[config.mk]
export PLATFORM = sky130hd
export DESIGN_NAME = rvsteel_uart_fifo_flat
export DESIGN_NICKNAME = d
export VERILOG_FILES = /design/src/rtl/rvsteel_uart_fifo_if.sv /design/src/rtl/rvsteel_uart_fifo.sv /design/src/flat_wrapper.sv
export SDC_FILE = /design/constraint.sdc
export NUM_CORES = 1
export LEC_CHECK = 0
export CORE_UTILIZATION = 40
export DETAILED_ROUTE_END_ITERATION = 12
export PLACE_DENSITY = 0.58
export SYNTH_ARGS = -nofsm -noshare
export SYNTH_HDL_FRONTEND = slang
export SYNTH_SLANG_ARGS = --single-unit
[constraint.sdc]
create_clock -name clock -period 3.9 [get_ports clock]
set_input_delay 0.78 -clock clock [delete_from_list [all_inputs] [get_ports clock]]
set_output_delay 0.78 -clock clock [all_outputs]
set_load 0.05 [all_outputs]
[src/rtl/rvsteel_uart_fifo_if.sv]
// Memory-mapped IO bus of the RISC-V Steel system: the core is the master and each peripheral is a slave.
interface rvsteel_uart_fifo_if;
  logic [31:0] rw_address;
  logic [31:0] read_data;
  logic        read_request;
  logic        read_response;
  logic [31:0] write_data;
  logic        write_request;
  logic        write_response;

  modport master (
    output rw_address, read_request, write_data, write_request,
    input  read_data, read_response, write_response
  );

  modport slave (
    input  rw_address, read_request, write_data, write_request,
    output read_data, read_response, write_response
  );
endinterface

[src/rtl/rvsteel_uart_fifo.sv]
// Buffered UART for the RISC-V Steel IO bus: TX/RX FIFOs, software baud divisor,
// sticky error flags and maskable level interrupt.
module rvsteel_uart_fifo #(
  parameter int unsigned CLOCK_FREQUENCY = 50000000,
  parameter int unsigned UART_BAUD_RATE  = 9600,
  parameter int unsigned FIFO_DEPTH      = 8,
  parameter logic [31:0] BASE_ADDRESS    = 32'h80000000
) (
  input  logic               clock,
  input  logic               reset_n,
  rvsteel_uart_fifo_if.slave bus,
  input  logic               uart_rx,
  output logic               uart_tx,
  output logic               uart_irq
);

  localparam int AW = $clog2(FIFO_DEPTH);
  localparam int CW = AW + 1;
  localparam logic [CW-1:0] DEPTH_C   = CW'(FIFO_DEPTH);
  localparam logic [15:0]   DIV_RESET = 16'(CLOCK_FREQUENCY / UART_BAUD_RATE);
  localparam int TXF = 0;
  localparam int RXF = 1;

  // ---------------------------------------------------------------- decode
  logic sel_data, sel_status, sel_divisor, sel_irq_en;
  assign sel_data    = bus.rw_address == BASE_ADDRESS;
  assign sel_status  = bus.rw_address == BASE_ADDRESS + 32'h4;
  assign sel_divisor = bus.rw_address == BASE_ADDRESS + 32'h8;
  assign sel_irq_en  = bus.rw_address == BASE_ADDRESS + 32'hC;

  logic unused_bits;
  assign unused_bits = ^bus.write_data[31:16];

  // ---------------------------------------------------------------- FIFOs
  logic          fifo_push  [2];
  logic          fifo_pop   [2];
  logic [7:0]    fifo_wdata [2];
  logic [7:0]    fifo_rdata [2];
  logic          fifo_full  [2];
  logic          fifo_empty [2];
  logic [CW-1:0] rx_count;

  genvar gi;
  generate
    for (gi = 0; gi < 2; gi++) begin : g_fifo
      logic [7:0]    mem [FIFO_DEPTH];
      logic [AW-1:0] wr_ptr_reg;
      logic [AW-1:0] rd_ptr_reg;
      logic [CW-1:0] count_reg;
      logic          push_ok;
      logic          pop_ok;

      // Fullness uses the pre-cycle count, so a simultaneous pop never makes room.
      assign fifo_full[gi]  = count_reg == DEPTH_C;
      assign fifo_empty[gi] = count_reg == '0;
      assign push_ok        = fifo_push[gi] && !fifo_full[gi];
      assign pop_ok         = fifo_pop[gi] && !fifo_empty[gi];
      assign fifo_rdata[gi] = mem[rd_ptr_reg];

      always_ff @(posedge clock) begin
        if (push_ok) mem[wr_ptr_reg] <= fifo_wdata[gi];
      end

      always_ff @(posedge clock or negedge reset_n) begin
        if (!reset_n) begin
          wr_ptr_reg <= '0;
          rd_ptr_reg <= '0;
          count_reg  <= '0;
        end else begin
          if (push_ok) wr_ptr_reg <= wr_ptr_reg + 1'b1;
          if (pop_ok)  rd_ptr_reg <= rd_ptr_reg + 1'b1;
          count_reg <= count_reg + CW'(push_ok) - CW'(pop_ok);
        end
      end

      if (gi == RXF) begin : g_rx_count
        assign rx_count = count_reg;
      end
    end
  endgenerate

  // ---------------------------------------------------------------- registers
  logic [15:0] divisor_reg;
  logic [2:0]  irq_en_reg;
  logic        rx_overrun_reg;
  logic        frame_error_reg;
  logic [31:0] read_data_reg;
  logic [31:0] read_data_next;
  logic        read_response_reg;
  logic        write_response_reg;
  logic        uart_irq_reg;
  logic        irq_next;
  logic [7:0]  rx_count_byte;
  logic [31:0] status_word;
  logic        tx_pop;
  logic        tx_idle;
  logic        rx_push_reg;
  logic [7:0]  rx_byte_reg;
  logic        rx_overrun_set;
  logic        frame_error_set;

  assign fifo_push[TXF]  = bus.write_request && sel_data;
  assign fifo_wdata[TXF] = bus.write_data[7:0];
  assign fifo_pop[TXF]   = tx_pop;
  assign fifo_push[RXF]  = rx_push_reg;
  assign fifo_wdata[RXF] = rx_byte_reg;
  assign fifo_pop[RXF]   = bus.read_request && sel_data;

  assign rx_overrun_set = rx_push_reg && fifo_full[RXF];
  assign rx_count_byte  = 8'(rx_count);
  assign status_word    = {16'h0, rx_count_byte, 2'b00, frame_error_reg, rx_overrun_reg,
                           fifo_empty[RXF], fifo_full[RXF], fifo_empty[TXF], fifo_full[TXF]};

  always_comb begin
    read_data_next = 32'h0;
    if (sel_data && !fifo_empty[RXF]) read_data_next = {24'h0, fifo_rdata[RXF]};
    else if (sel_status)              read_data_next = status_word;
    else if (sel_divisor)             read_data_next = {16'h0, divisor_reg};
    else if (sel_irq_en)              read_data_next = {29'h0, irq_en_reg};
  end

  assign irq_next = (irq_en_reg[0] && !fifo_empty[RXF]) ||
                    (irq_en_reg[1] && fifo_empty[TXF] && tx_idle) ||
                    (irq_en_reg[2] && (rx_overrun_reg || frame_error_reg));

  always_ff @(posedge clock or negedge reset_n) begin
    if (!reset_n) begin
      divisor_reg        <= DIV_RESET;
      irq_en_reg         <= 3'b000;
      rx_overrun_reg     <= 1'b0;
      frame_error_reg    <= 1'b0;
      read_data_reg      <= 32'h0;
      read_response_reg  <= 1'b0;
      write_response_reg <= 1'b0;
      uart_irq_reg       <= 1'b0;
    end else begin
      read_response_reg  <= bus.read_request;
      write_response_reg <= bus.write_request;
      uart_irq_reg       <= irq_next;
      if (bus.read_request) read_data_reg <= read_data_next;
      if (bus.write_request && sel_divisor)
        divisor_reg <= (bus.write_data[15:0] < 16'd4) ? 16'd4 : bus.write_data[15:0];
      if (bus.write_request && sel_irq_en) irq_en_reg <= bus.write_data[2:0];
      // Clear before set so a new error in the same cycle is never lost.
      if (bus.write_request && sel_status && bus.write_data[4]) rx_overrun_reg  <= 1'b0;
      if (bus.write_request && sel_status && bus.write_data[5]) frame_error_reg <= 1'b0;
      if (rx_overrun_set)  rx_overrun_reg  <= 1'b1;
      if (frame_error_set) frame_error_reg <= 1'b1;
    end
  end

  assign bus.read_data      = read_data_reg;
  assign bus.read_response  = read_response_reg;
  assign bus.write_response = write_response_reg;
  assign uart_irq           = uart_irq_reg;

  // ---------------------------------------------------------------- transmitter
  typedef enum logic [1:0] {TX_IDLE, TX_START, TX_DATA, TX_STOP} tx_state_t;
  tx_state_t   tx_state_reg, tx_state_next;
  logic [15:0] tx_div_reg;
  logic [15:0] tx_cnt_reg;
  logic [2:0]  tx_bit_reg;
  logic [7:0]  tx_shift_reg;
  logic        tx_bit_done;
  logic        tx_line_next;
  logic        uart_tx_reg;

  assign tx_bit_done = tx_cnt_reg == tx_div_reg - 16'd1;
  assign tx_idle     = tx_state_reg == TX_IDLE;

  always_ff @(posedge clock or negedge reset_n) begin
    if (!reset_n) tx_state_reg <= TX_IDLE;
    else          tx_state_reg <= tx_state_next;
  end

  always_comb begin
    tx_state_next = tx_state_reg;
    tx_pop        = 1'b0;
    case (tx_state_reg)
      TX_IDLE: begin
        if (!fifo_empty[TXF]) begin
          tx_pop        = 1'b1;
          tx_state_next = TX_START;
        end
      end
      TX_START: if (tx_bit_done) tx_state_next = TX_DATA;
      TX_DATA:  if (tx_bit_done && tx_bit_reg == 3'd7) tx_state_next = TX_STOP;
      TX_STOP: begin
        if (tx_bit_done) begin
          if (!fifo_empty[TXF]) begin
            tx_pop        = 1'b1;
            tx_state_next = TX_START;
          end else begin
            tx_state_next = TX_IDLE;
          end
        end
      end
      default: tx_state_next = TX_IDLE;
    endcase
  end

  always_comb begin
    tx_line_next = 1'b1;
    case (tx_state_reg)
      TX_START: tx_line_next = 1'b0;
      TX_DATA:  tx_line_next = tx_shift_reg[0];
      default:  tx_line_next = 1'b1;
    endcase
  end

  // The divisor is captured at the pop so a mid-frame rewrite only affects later frames.
  always_ff @(posedge clock or negedge reset_n) begin
    if (!reset_n) begin
      tx_div_reg   <= DIV_RESET;
      tx_cnt_reg   <= 16'd0;
      tx_bit_reg   <= 3'd0;
      tx_shift_reg <= 8'h00;
      uart_tx_reg  <= 1'b1;
    end else begin
      uart_tx_reg <= tx_line_next;
      if (tx_pop) begin
        tx_div_reg   <= divisor_reg;
        tx_shift_reg <= fifo_rdata[TXF];
        tx_cnt_reg   <= 16'd0;
        tx_bit_reg   <= 3'd0;
      end else if (tx_state_reg != TX_IDLE) begin
        if (tx_bit_done) begin
          tx_cnt_reg <= 16'd0;
          if (tx_state_reg == TX_DATA) begin
            tx_shift_reg <= tx_shift_reg >> 1;
            tx_bit_reg   <= tx_bit_reg + 3'd1;
          end
        end else begin
          tx_cnt_reg <= tx_cnt_reg + 16'd1;
        end
      end
    end
  end

  assign uart_tx = uart_tx_reg;

  // ---------------------------------------------------------------- receiver
  typedef enum logic [2:0] {RX_IDLE, RX_START, RX_DATA, RX_STOP, RX_WAIT} rx_state_t;
  rx_state_t   rx_state_reg, rx_state_next;
  logic [1:0]  rx_sync_reg;
  logic        rx_prev_reg;
  logic [15:0] rx_div_reg;
  logic [15:0] rx_cnt_reg;
  logic [2:0]  rx_bit_reg;
  logic [7:0]  rx_shift_reg;
  logic        rx_line;
  logic        rx_fall;
  logic        rx_half_done;
  logic        rx_bit_done;
  logic        rx_accept;

  assign rx_line      = rx_sync_reg[1];
  assign rx_fall      = rx_prev_reg && !rx_line;
  assign rx_half_done = rx_cnt_reg == (rx_div_reg >> 1) - 16'd1;
  assign rx_bit_done  = rx_cnt_reg == rx_div_reg - 16'd1;

  always_ff @(posedge clock or negedge reset_n) begin
    if (!reset_n) rx_state_reg <= RX_IDLE;
    else          rx_state_reg <= rx_state_next;
  end

  always_comb begin
    rx_state_next = rx_state_reg;
    case (rx_state_reg)
      RX_IDLE:  if (rx_fall) rx_state_next = RX_START;
      RX_START: if (rx_half_done) rx_state_next = rx_line ? RX_IDLE : RX_DATA;
      RX_DATA:  if (rx_bit_done && rx_bit_reg == 3'd7) rx_state_next = RX_STOP;
      RX_STOP:  if (rx_bit_done) rx_state_next = rx_line ? RX_IDLE : RX_WAIT;
      RX_WAIT:  if (rx_line) rx_state_next = RX_IDLE;
      default:  rx_state_next = RX_IDLE;
    endcase
  end

  always_comb begin
    rx_accept       = 1'b0;
    frame_error_set = 1'b0;
    if (rx_state_reg == RX_STOP && rx_bit_done) begin
      rx_accept       = rx_line;
      frame_error_set = !rx_line;
    end
  end

  always_ff @(posedge clock or negedge reset_n) begin
    if (!reset_n) begin
      rx_sync_reg  <= 2'b11;
      rx_prev_reg  <= 1'b1;
      rx_div_reg   <= DIV_RESET;
      rx_cnt_reg   <= 16'd0;
      rx_bit_reg   <= 3'd0;
      rx_shift_reg <= 8'h00;
      rx_push_reg  <= 1'b0;
      rx_byte_reg  <= 8'h00;
    end else begin
      rx_sync_reg <= {rx_sync_reg[0], uart_rx};
      rx_prev_reg <= rx_line;
      rx_push_reg <= rx_accept;
      if (rx_accept) rx_byte_reg <= rx_shift_reg;
      case (rx_state_reg)
        RX_IDLE: begin
          if (rx_fall) begin
            rx_div_reg <= divisor_reg;
            rx_cnt_reg <= 16'd0;
            rx_bit_reg <= 3'd0;
          end
        end
        RX_START: rx_cnt_reg <= rx_half_done ? 16'd0 : rx_cnt_reg + 16'd1;
        RX_DATA, RX_STOP: begin
          if (rx_bit_done) begin
            rx_cnt_reg <= 16'd0;
            if (rx_state_reg == RX_DATA) begin
              rx_shift_reg <= {rx_line, rx_shift_reg[7:1]};
              rx_bit_reg   <= rx_bit_reg + 3'd1;
            end
          end else begin
            rx_cnt_reg <= rx_cnt_reg + 16'd1;
          end
        end
        default: rx_cnt_reg <= 16'd0;
      endcase
    end
  end

endmodule
[src/flat_wrapper.sv]
// flat-port wrapper written by rule: the top's interface ports become plain ports
module rvsteel_uart_fifo_flat 
#(
  parameter int unsigned CLOCK_FREQUENCY = 50000000,
  parameter int unsigned UART_BAUD_RATE  = 9600,
  parameter int unsigned FIFO_DEPTH      = 8,
  parameter logic [31:0] BASE_ADDRESS    = 32'h80000000
)
  (clock, reset_n, uart_rx, uart_tx, uart_irq, bus_rw_address, bus_read_request, bus_write_data, bus_write_request, bus_read_data, bus_read_response, bus_write_response);
  rvsteel_uart_fifo_if bus_i ();
  input  logic clock;
  input  logic reset_n;
  input  logic uart_rx;
  output logic uart_tx;
  output logic uart_irq;
  input wire logic [$bits(bus_i.rw_address)-1:0] bus_rw_address;
  input wire logic [$bits(bus_i.read_request)-1:0] bus_read_request;
  input wire logic [$bits(bus_i.write_data)-1:0] bus_write_data;
  input wire logic [$bits(bus_i.write_request)-1:0] bus_write_request;
  output wire logic [$bits(bus_i.read_data)-1:0] bus_read_data;
  output wire logic [$bits(bus_i.read_response)-1:0] bus_read_response;
  output wire logic [$bits(bus_i.write_response)-1:0] bus_write_response;
  assign bus_i.rw_address = bus_rw_address;
  assign bus_i.read_request = bus_read_request;
  assign bus_i.write_data = bus_write_data;
  assign bus_i.write_request = bus_write_request;
  assign bus_read_data = bus_i.read_data;
  assign bus_read_response = bus_i.read_response;
  assign bus_write_response = bus_i.write_response;
  rvsteel_uart_fifo #(.CLOCK_FREQUENCY(CLOCK_FREQUENCY), .UART_BAUD_RATE(UART_BAUD_RATE), .FIFO_DEPTH(FIFO_DEPTH), .BASE_ADDRESS(BASE_ADDRESS)) u_core (.clock(clock), .reset_n(reset_n), .bus(bus_i), .uart_rx(uart_rx), .uart_tx(uart_tx), .uart_irq(uart_irq));
endmodule
Yosys cells after proc, flatten, opt, wreduce, memory -nomap -nowiden. Memory sizes are Yosys's and may differ from the RTL's. Index checks and enable logic that the tools add are counted.

Bits in writable memories: 128. Output and inout bits: 36. Memories kept: 2. Bits in registers: 180. Word-level logic and storage cells: 175.

Memories: u_core.g_fifo[0].mem (words 8, width 8, read ports 1, clocked after Yosys merged registers in 0, write ports 1, line rvsteel_uart_fifo.sv:46) `logic [7:0] mem [FIFO_DEPTH];`; u_core.g_fifo[1].mem (words 8, width 8, read ports 1, clocked after Yosys merged registers in 0, write ports 1, line rvsteel_uart_fifo.sv:46).

Reduce and logical (&&, ||, !) cells: 47. Mux-type cells: 52. Equal/unequal tests: 29. $add $sub $neg: 15. $lt $le $gt $ge: 1.

Operator list (count): 32-bit equality test (second input constant) (4); 16-bit 2-to-1 mux (7); 32-bit 2-to-1 mux (3); 16-bit equality test (3); 16-bit case mux with 3 select lines (1); 3-bit 2-to-1 mux (14); 16-bit by 1-bit adder with 16-bit output (second input constant) (2); 8-bit 2-to-1 mux (4); 16-bit by 1-bit subtractor with 16-bit output (second input constant) (2); 1-bit logical AND (21); 2-bit by 1-bit inequality test with 1-bit output (second input constant) (10); 3-bit by 1-bit adder with 3-bit output (second input constant) (6); 16-bit by 3-bit less-than comparator with 1-bit output (second input constant) (1); 15-bit by 1-bit subtractor with 16-bit output (second input constant) (1); 3-bit case mux with 5 select lines (1); 2-bit nonzero test (7); 1-bit 2-to-1 mux (13); 2-bit 2-to-1 mux (5); 3-bit equality test (second input constant) (3); 4-bit by 1-bit adder with 4-bit output (2); 4-bit equality test (second input constant) (2); 4-bit zero test (2); 2-bit case mux with 4 select lines (1); 4-bit AND reduction (2); other kinds (16) (27).

Logic depth before layout (Yosys ltp).
Word-level depth: 6. Depth in mapped cells: 16. Gate-level depth less buffers: 15.

Worst setup path before layout. OpenSTA, ideal clock, no wires.

Kind: reg-to-reg. Start point: register u_core.tx_div_reg[0]. End point: register u_core.g_fifo[0].count_reg[2]. Setup time: 123 ps. Required time: 3777 ps. Clock period less this slack: 3703 ps. Data arrival time: 3580 ps. Stages on the path, launching flop included: 17. Path buffers: 1. Setup slack: 197 ps. Cells stage by stage: dfrtp_1 -> inv_1 -> ha_1 -> or3b_2 -> or3_1 -> o31ai_1 -> nor3b_1 -> a41o_1 -> nand2_1 -> inv_1 -> clkbuf_1 -> ha_1 -> inv_1 -> ha_1 -> inv_1 -> fa_1 -> xnor2_1.

Cells in the longest elaborated chain, start to end: 6.

Ends and longest elaborated chain: start: declaration (line rvsteel_uart_fifo.sv:160) `logic [15:0] tx_div_reg;`; start signal: assignment (line rvsteel_uart_fifo.sv:222) `tx_div_reg <= divisor_reg;`; 16-bit by 1-bit subtractor with 16-bit output (line rvsteel_uart_fifo.sv:168) `assign tx_bit_done = tx_cnt_reg == tx_div_reg - 16'd1;`; 16-bit equality test (line rvsteel_uart_fifo.sv:168); 1-bit 2-to-1 mux (line rvsteel_uart_fifo.sv:189) `if (tx_bit_done) begin`; 1-bit case mux with 2 select lines (line rvsteel_uart_fifo.sv:179) `case (tx_state_reg)`; 1-bit logical AND (line rvsteel_uart_fifo.sv:57) `assign pop_ok = fifo_pop[gi] && !fifo_empty[gi];`; named net u_core.g_fifo[0].pop_ok (line rvsteel_uart_fifo.sv:51) `logic pop_ok;`; 4-bit by 1-bit subtractor with 4-bit output (line rvsteel_uart_fifo.sv:72) `count_reg <= count_reg + CW'(push_ok) - CW'(pop_ok);`; end signal: assignment (line rvsteel_uart_fifo.sv:72); end: declaration (line rvsteel_uart_fifo.sv:49) `logic [CW-1:0] count_reg;`.

The timed path passes the listed nets, and every way through them passes these cells. A chain may end at the register's enable or synchronous reset.

Final worst setup path.
Start point: register u_core.rx_div_reg[1]. End point: register u_core.rx_shift_reg[6].

Cells in the longest elaborated chain, start to end: 3.

Ends and longest elaborated chain: start: declaration (line rvsteel_uart_fifo.sv:247) `logic [15:0] rx_div_reg;`; start signal: assignment (line rvsteel_uart_fifo.sv:306) `rx_div_reg <= divisor_reg;`; 16-bit by 1-bit subtractor with 16-bit output (line rvsteel_uart_fifo.sv:260) `assign rx_bit_done = rx_cnt_reg == rx_div_reg - 16'd1;`; 16-bit equality test (line rvsteel_uart_fifo.sv:260); 3-bit AND reduction (no line); end signal: assignment (line rvsteel_uart_fifo.sv:316) `rx_shift_reg <= {rx_line, rx_shift_reg[7:1]};`; end: declaration (line rvsteel_uart_fifo.sv:250) `logic [7:0] rx_shift_reg;`.

Every way passes these cells.

==> impl_metrics.json <==
{
  "status": "finished clean",
  "worst_setup_endpoint": "u_core.rx_shift_reg[6]",
  "reg2reg_start": "u_core.rx_div_reg[1]",
  "dp_hpwl_um": 21900,
  "final-max-slew-violation-count": 0,
  "fmaxAchievable_ghz": 0.271,
  "globalRouteOverflowTotal": 0,
  "mostFrequentLayoutCells": "dfrtp_1 (145), edfxtp_1 (128), nand2_1 (72)",
  "grt_antenna_before_repair": 0,
  "reg2reg_to": "u_core.rx_shift_reg[6]",
  "die_height_um": 191,
  "static_power_due_to_leakage_uw": 0.00665,
  "cts_max_level": 2,
  "clk_pin_slew_ns": 0.06,
  "finalCriticalPeriod_ns": 3.68,
  "report.final.hold_viol_count": 0,
  "cts_num_sinks": 292,
  "drt_iter0_drc": 437,
  "chipWidth_um": 191,
  "number_of_standard_cells_after_synthesis": 1121,
  "floorplan.initialDensity_pct": 40.9,
  "regToRegSetupSlack_ns": 0.22,
  "finalNetCount": 1308,
  "total_switching_power_uw": 1560,
  "syn_area_per_cell_um2": 12.7,
  "grt_setup_unrepaired": "false",
  "maximum_clock_skew_at_final_layout_ns": 0.0222,
  "numPortBuffers": 72,
  "worst-r2r-cell-count": 9,
  "grt_usage_pct": 17.7,
  "timing.max_slew.rel_slack_pct": 27.1,
  "critPathCaptureType": "flop",
  "clock_power_share_pct": 44.5,
  "ys_ff_latch": 292,
  "area_growth_pct": 16.3,
  "mappedNetlistArea_mm2": 0.0142,
  "timing.critical_path.fanout_max": 8,
  "crit_type": "flop to flop",
  "antenna_left": 0,
  "floorplan.rows": 68,
  "clock_tree.root_cell": "clkbuf_16",
  "dp.cells": 1626,
  "synth_enable_flop_cells": 128,
  "finalNonFillerCells": 1686,
  "switching_share_pct": 23.3,
  "detailed_routing_iterations_pass_1": 5,
  "num_antenna_cells": 0,
  "worstPathArrival_ns": 4.06,
  "grt_pass1_wl_um": 50000,
  "synth-async-reset-ratio_pct": 56.2,
  "vdd_drop_max_mv": 0.252,
  "tightestPinTransition_ns": 1.09,
  "synth_seq_area_share_pct": 56.1,
  "p_comb_share_pct": 6.0,
  "drive_above_1_share_pct": 18.5,
  "routed_wire_length_per_instance_um": 18.7,
  "setup_viol": 0,
  "tritoncts": "yes",
  "first_global_vias": 8921,
  "timing.max_cap.violations": 0,
  "vias": 9081,
  "final.hold.worst_slack_ns": 0.354,
  "start_kind": "flop",
  "hp-class": "primary input to async pin",
  "cts_buffers": 34,
  "power.internal_uw": 5140,
  "power_density_mw_per_mm2": 405,
  "clk-insertion-delay-late_ns": 0.51,
  "finalPower_uw": 6700,
  "design.core.area_mm2": 0.0348,
  "final_min_period_over_clock_period_pct": 94.5,
  "design.die.area_mm2": 0.0363,
  "power.share.sequential_pct": 49.5,
  "cp.required_ns": 4.28,
  "io-pin-count": 105,
  "post_cts_buffers": 0,
  "cp-startpoint": "u_core.rx_div_reg[1]",
  "distinct_cell_type_count_after_synthesis": 79,
  "fin_tns_setup_ns": 0,
  "leading_cell_type_in_the_layout_fill_and_taps_excluded": "dfrtp_1",
  "largest_register": "u_core.g_fifo.mem",
  "grt_max_degree": 90,
  "synth_ff_type": "dfrtp_1",
  "cts.path.max_buffers": 3,
  "gp_routability_congestion": 0.816,
  "largest_register_ffs": 128,
  "wire_length_reported_by_the_detailed_router_um": 31500,
  "drc_errors": 0,
  "synth_warnings": 0,
  "viasPerCell": 5.39
}
## cells by family (layout without fill, tap and decap cells)
| family | count (synthesis) | count (layout) | share of synthesized area (%) |
|---|---|---|---|
| AO/OA/AOI/OAI | 179 | 179 | 8.88 |
| XOR/XNOR | 72 | 72 | 4.44 |
| adder cells (fa/ha/maj) | 32 | 32 | 2.92 |
| buffers and inverters | 111 | 206 | 3.61 |
| flip-flops | 292 | 292 | 56.1 |
| multiplexers | 122 | 122 | 12.3 |
| other | 1 | 16 | 0.0264 |
| AND/OR/NAND/NOR | 312 | 312 | 11.8 |
## power by group through the flow
stage                     logic, µW  clock network, µW  registers [µW]
after global routing            442               3170            3320
final                           403               2980            3310
after floorplan                 265                  0            3350
after detailed placement        407                  0            3370
after global placement          400                  0            3370
after CTS                       408               3060            3310
## cell type report
| type | instances | area, µm² |
|---|---|---|
| Sequential cell | 292 | 7970 |
| Inverter | 37 | 139 |
| Clock inverter | 17 | 103 |
| Tap cell | 455 | 569 |
| Multi-Input combinational cell | 733 | 5800 |
| Clock buffer | 43 | 946 |
| Timing Repair Buffer | 109 | 1010 |
| Fill cell | 3082 | 18300 |
## Yosys cell counts (all sizes together) (8+ instances only)
cell type  count  area [µm²]
a211oi        13         103
a21o           9        67.6
a21oi         28         140
a22oi          8        73.8
and3          19         119
buf           35         226
clkbuf        39         148
dfrtp        145        3630
dfstp         19         499
edfxtp       128        3840
ha            30         375
inv           37         139
mux2          77         897
mux2i         13         130
mux4          32         721
nand2         72         270
nand2b        18         113
nand3         35         185
nor2          52         195
nor2b         17         106
nor3          26         135
nor4          21         161
o21ai         47         235
xnor2         39         342
xor2          33         289
## worst max-delay path: stages (launching register included)
cell and delay, ns:
dfrtp_1 0.44, inv_1 0.13, ha_1 0.19, nor2b_1 0.28, nand2_1 0.17, xnor2_1 0.18, or4b_1 0.49, or4_1 0.69
or3_1 0.61, mux2_4 0.37
## layer usage
metal  up-vias  share of wire, %  GRT usage, %
met4         0               2.2          5.20
met5         -                 0             0
met1      4592                47          24.4
met3        52               3.2          2.85
met2       136                48          28.6
li1       4301                 -             -
## worst min-delay path by stage
stage,to,cells after the start,slack (ns),start
global placement,u_core.rx_sync_reg[1],0,0.35,u_core.rx_sync_reg[0]
finish,u_core.tx_cnt_reg[14],1,0.35,reset_n
detailed placement,u_core.rx_sync_reg[1],0,0.35,u_core.rx_sync_reg[0]
global route,u_core.rx_sync_reg[1],0,0.36,u_core.rx_sync_reg[0]
floorplan,u_core.rx_sync_reg[1],0,0.35,u_core.rx_sync_reg[0]
CTS,u_core.rx_sync_reg[1],0,0.36,u_core.rx_sync_reg[0]
## what timing repair did
action | CTS | global route
endpoints found under the setup margin | 0 | 3
gates resized for setup | 0 | 1
hold buffers | 0 | 0
## through the flow
| step | utilization [%] | setup slack (ns) | cell area (µm²) |
|---|---|---|---|
| 3_5_place_dp | 44.5 | 0.123 | 15500 |
| 6_report | 47.5 | 0.215 | 16500 |
| 4_1_cts | 47.5 | 0.179 | 16500 |
| 3_3_place_gp | 44.5 | 0.161 | 15500 |
| 2_1_floorplan | - | 0.197 | 14300 |
| 5_1_grt | 47.5 | 0.0113 | 16500 |
No activity file was read; power rests on OpenSTA's default activity.
